===== src/rtl/rv_div_unit.sv =====
// Iterative RV32M divider (DIV/DIVU/REM/REMU), radix-2 restoring, one quotient bit per cycle.
// start/busy/done handshake; divide-by-zero and signed overflow complete on the accepting edge.
//
// state  | meaning
// IDLE   | waiting for start
// CALC   | 32 shift/subtract iterations in flight (busy=1)
// DONE   | one-cycle done pulse, result valid; may accept the next start
module rv_div_unit #(
  parameter int XLEN = 32
) (
  input  logic            clk,
  input  logic            reset,
  input  logic            start,
  input  logic [1:0]      op,
  input  logic [XLEN-1:0] rs1Data,
  input  logic [XLEN-1:0] rs2Data,
  input  logic            flush,
  output logic            busy,
  output logic            done,
  output logic [XLEN-1:0] result
);

  localparam int CNT_W = $clog2(XLEN);
  localparam logic [CNT_W-1:0] CNT_LAST = CNT_W'(XLEN - 1);
  localparam logic [XLEN-1:0]  INT_MIN  = {1'b1, {(XLEN-1){1'b0}}};

  typedef enum logic [1:0] {S_IDLE, S_CALC, S_DONE} state_t;

  state_t           state, state_nxt;
  logic [XLEN-1:0]  dvd, dsr, rem, result_q;
  logic [CNT_W-1:0] cnt;
  logic             neg_q, neg_r, rem_sel;

  logic             accept, is_signed, div_zero, overflow, special;
  logic [XLEN-1:0]  spec_res, abs_a, abs_b;
  logic [XLEN:0]    rem_sh;
  logic             ge;
  logic [XLEN-1:0]  sub, rem_nxt, q_nxt, final_res;

  always_comb begin
    accept    = (state != S_CALC) && start && !flush;
    is_signed = !op[0];
    div_zero  = (rs2Data == '0);
    overflow  = is_signed && (rs1Data == INT_MIN) && (rs2Data == '1);
    special   = div_zero || overflow;
    if (div_zero) spec_res = op[1] ? rs1Data : '1;
    else          spec_res = op[1] ? '0 : INT_MIN;
    // INT_MIN negates to itself, which is the correct unsigned magnitude 2^31
    abs_a     = (is_signed && rs1Data[XLEN-1]) ? -rs1Data : rs1Data;
    abs_b     = (is_signed && rs2Data[XLEN-1]) ? -rs2Data : rs2Data;
  end

  // rem can exceed 2^31 for unsigned ops, so the shifted partial remainder keeps a 33rd bit
  always_comb begin
    rem_sh    = {rem, dvd[XLEN-1]};
    ge        = (rem_sh >= {1'b0, dsr});
    sub       = rem_sh[XLEN-1:0] - dsr;
    rem_nxt   = ge ? sub : rem_sh[XLEN-1:0];
    q_nxt     = {dvd[XLEN-2:0], ge};
    if (rem_sel) final_res = neg_r ? -rem_nxt : rem_nxt;
    else         final_res = neg_q ? -q_nxt : q_nxt;
  end

  always_ff @(posedge clk) begin
    if (reset) state <= S_IDLE;
    else       state <= state_nxt;
  end

  always_comb begin
    state_nxt = state;
    case (state)
      S_IDLE, S_DONE: begin
        if (accept) state_nxt = special ? S_DONE : S_CALC;
        else        state_nxt = S_IDLE;
      end
      S_CALC: begin
        if (flush)                 state_nxt = S_IDLE;
        else if (cnt == CNT_LAST)  state_nxt = S_DONE;
      end
      default: state_nxt = S_IDLE;
    endcase
  end

  always_comb begin
    busy = (state == S_CALC);
    done = (state == S_DONE);
  end

  always_ff @(posedge clk) begin
    if (reset) begin
      dvd      <= '0;
      dsr      <= '0;
      rem      <= '0;
      cnt      <= '0;
      neg_q    <= 1'b0;
      neg_r    <= 1'b0;
      rem_sel  <= 1'b0;
      result_q <= '0;
    end else if (flush) begin
      cnt <= '0;
    end else if (accept) begin
      if (special) result_q <= spec_res;
      dvd     <= abs_a;
      dsr     <= abs_b;
      rem     <= '0;
      cnt     <= '0;
      neg_q   <= is_signed && (rs1Data[XLEN-1] ^ rs2Data[XLEN-1]);
      neg_r   <= is_signed && rs1Data[XLEN-1];
      rem_sel <= op[1];
    end else if (state == S_CALC) begin
      dvd <= q_nxt;
      rem <= rem_nxt;
      cnt <= cnt + 1'b1;
      if (cnt == CNT_LAST) result_q <= final_res;
    end
  end

  assign result = result_q;

endmodule


===== config.mk =====
export PLATFORM = sky130hd
export DESIGN_NAME = rv_div_unit
export DESIGN_NICKNAME = d
export VERILOG_FILES = /design/src/rtl/rv_div_unit.sv
export SDC_FILE = /design/constraint.sdc
export NUM_CORES = 1
export LEC_CHECK = 0
export ABC_AREA = 1
export BUFFER_PORTS_ARGS = -buffer_cell sky130_fd_sc_hd__clkbuf_2
export CAP_MARGIN = 20
export CORE_MARGIN = 2
export CORE_UTILIZATION = 44
export DETAILED_ROUTE_END_ITERATION = 10
export SETUP_SLACK_MARGIN = 0.4
export SYNTH_ARGS = -nofsm -noshare
export SYNTH_HDL_FRONTEND = slang
export SYNTH_SLANG_ARGS = --single-unit

===== constraint.sdc =====
create_clock -name clk -period 3.9 [get_ports clk]
set_clock_uncertainty 0.1 [all_clocks]
set_input_delay 0.78 -clock clk [delete_from_list [all_inputs] [get_ports clk]]
set_output_delay 0.78 -clock clk [all_outputs]
set_load 0.02 [all_outputs]

==> results.cfg <==
[status]
status = finished clean

[cts]
cts-root-buf = clkbuf_16
clk_pin_slew_ns = 0.07
numCtsBuffers = 17
clockBufferDepth = 2
clock_latency_ns = 0.44
htreeDepth = 4
ctsHoldBuffers = 0
cts_sinks = 138
cts_tree = built

[hold_path]
hold_depth = 2
holdPathEnd = result[12]$_SDFFE_PP0P_
worstHoldPathType = reg2reg
hold_start = result[12]$_SDFFE_PP0P_

[synthesis]
synth_cell_types = 51
yosysTopAreaCell = dfxtp_1
netlist_instances = 2131
ys_top_cells_by_area = dfxtp_1 (22%), nand2_1 (19%), inv_1 (9.0%)
synthArstFlopShare = 0
yosysWarningCount = 0
synthDominantCellAreaShare = 0.2242
syn_area_per_cell_um2 = 5.782
ys_seq_area_frac = 0.2242
synth_edf_count = 0
synthMostInstantiatedCell = nand2_1
syn-num-nets = 2241
synth_seq_cells = 138
yosys-top-cells-count = nand2_1 (621), inv_1 (296), a21oi_1 (191)
dominantRegCellSynth = dfxtp_1
synthesis.area_um2 = 12320

[global_route]
use_met1 = 0.5058
grt_usage = 0.3375
grt_busiest_layer = met1
grt_pass1_wl_mm = 75.52
antenna_found_initial = 0
use_met3 = 0.05108
use_met2 = 0.5023
globalRouteOverflowTotal = 0
grt_pass1_vias = 13210
grt_max_degree = 90

[place]
pre_cts_slack_ns = -0.1210
dp_hpwl_mm = 37.84
gp_congestion = 0.9702
portBuffers = 103

[power_and_ir_drop]
peakVddDrop_mv = 0.2551
power_per_cell_area_nw_per_um2 = 335.0
p_leak_nw = 7.716
power_mw = 5.412

[sta]
rsz0062_at_grt = true
setup_slack_ns = 0.1712
setup_violations = 0
max_freq_mhz = 268.2
post-route-period-util = 0.9561
period_needed_ns = 3.729
tns_ns = 0
relSlewSlack = 0.3264
worstMarginPinSlew_ns = 1.010
report.final.slew_viol_count = 0
whs_ns = 0.3653
finalHoldViolations = 0

[drt]
routed_wl_mm = 50.53
dr.pass1.iters = 6
ant_nets = 0
via_count = 14820
via_per_inst = 5.471
drt_iter0_drc = 1537
drc = 0
post_drt_wl_per_cell_um = 18.66

[layout]
n_antenna_cell = 0
syn2layout_area_growth_pct = 31.13
fin_util = 0.5831
layout.nets = 2427
drive_above_1_share = 0.2734

[worst_setup_path]
startpoint_type = flop
worstRegToRegCells = 24
crit_arrival_ns = 3.91
r2r_setup_slack_ns = 0.17
crit_start = rem[6]$_SDFFE_PP0P_
cp-end-kind = flop
crit_type = reg2reg
crit_fanout = 4
r2r-end = result[30]$_SDFFE_PP0P_
reg2reg_from = rem[6]$_SDFFE_PP0P_
required_ns = 4.08

[die]
dieWidth_um = 171.3
fp.coreArea_um2 = 27710
rows = 61
die_h_um = 171.3
initial_core_util = 0.4447
die-area_um2 = 29360
ios = 104

[run]
maxCapViolations = 0
## metal layers
metal  up-vias  wire length [um]
li1       7212                 -
met5         -                 0
met1      6938             23630
met4         0               997
met2       604             21820
met3        62              4092
## sequential cells by signal, summed over array words and instances, names as in the netlist
signal	cells
state	2
rem_sel	1
dvd	32
rem	32
neg_q	1
dsr	32
neg_r	1
result	32
cnt	5
## worst max path at each step
stage / depth (start not counted) / end / slack, ns
finish: 24 / result[30]$_SDFFE_PP0P_ / 0.17
global route: 27 / result[30]$_SDFFE_PP0P_ / 0.02
CTS: 25 / result[30]$_SDFFE_PP0P_ / 0.29
detailed placement: 19 / dvd[30]$_SDFFE_PP0P_ / -0.12
global placement: 25 / result[30]$_SDFFE_PP0P_ / -0.02
floorplan: 25 / result[30]$_SDFFE_PP0P_ / 0.40
## where the power goes
part	leakage [nW]	switching, mW	internal (mW)	total (mW)
combinational	6.26	1.32	0.744	2.06
clock	0.305	0.761	1.04	1.80
sequential	1.15	0.0626	1.48	1.54
## cells in the final DEF (no fill, tap or decap), types with 15 or more instances in the layout
cell | synthesis | final
nand2_2 | 28 | 94
dfxtp_2 | 0 | 41
o21ai_0 | 148 | 132
nand2_4 | 4 | 24
dfxtp_1 | 138 | 94
buf_4 | 1 | 121
a21oi_1 | 191 | 185
o221ai_1 | 16 | 15
xor2_1 | 61 | 61
clkbuf_2 | 1 | 102
inv_1 | 296 | 268
nor3_1 | 36 | 32
ha_4 | 0 | 33
nand2_1 | 621 | 535
nor2_4 | 5 | 24
inv_2 | 8 | 34
nand3_2 | 6 | 26
nor2_2 | 16 | 17
nor2_1 | 187 | 167
nand4_1 | 32 | 32
clkbuf_16 | 0 | 20
nand3_1 | 120 | 95
## what timing repair did
action,CTS,global route
endpoints found under the hold margin,0,0
pin swaps,35,77
cloned,0,3
buffers inserted,14,53
gates resized for setup,89,230
setup endpoints to repair,26,36
## kinds of logic after synthesis
logic type / after synthesis / share of synthesized area
AOI/OAI and AO/OA: 411 / 0.1811
buffers and inverters: 387 / 0.1238
and+or+nand+nor: 1085 / 0.3799
xor gates and xnor gates: 70 / 0.04976
adders and majority gates: 40 / 0.04123
DFF: 138 / 0.2242
## stage by stage
| step | cell area (um2) | cells |
|---|---|---|
| after floorplan | 12670 | 2131 |
| after global placement | 13880 | 2606 |
| after detailed placement | 13880 | 2606 |
| after CTS | 14920 | 2652 |
| after global routing | 16160 | 2708 |
| final | 16160 | 2708 |
## final cells by class
class                           count  area, um2
Clock inverter                     14      183.9
Clock buffer                       18      439.2
Inverter                          308       1166
Tap cell                          378      473.0
Timing Repair Buffer              246       1778
Multi-Input combinational cell   1606       9290
Sequential cell                   138       2825
Fill cell                        2842      11550
## worst max-delay path, cell delays in order (launching register included)
cell,delay [ns]
dfxtp_2,0.40
ha_4,0.25
nand2_1,0.14
nor2_4,0.08
nand2_1,0.10
nor2_1,0.06
nand3_2,0.08
nand3_4,0.11
a21oi_4,0.21
ha_4,0.18
nand3_4,0.09
nor3_4,0.18
nand2_2,0.10
nor3_4,0.18
nand4_1,0.17
nor2_2,0.22
nand2_1,0.09
nand2_2,0.08
o21ai_2,0.07
a21oi_2,0.15
o21ai_1,0.10
o211ai_1,0.19
nand2_1,0.08
nand2_1,0.07
a21oi_2,0.05
Note: power is estimated with default switching activity, not from simulation.
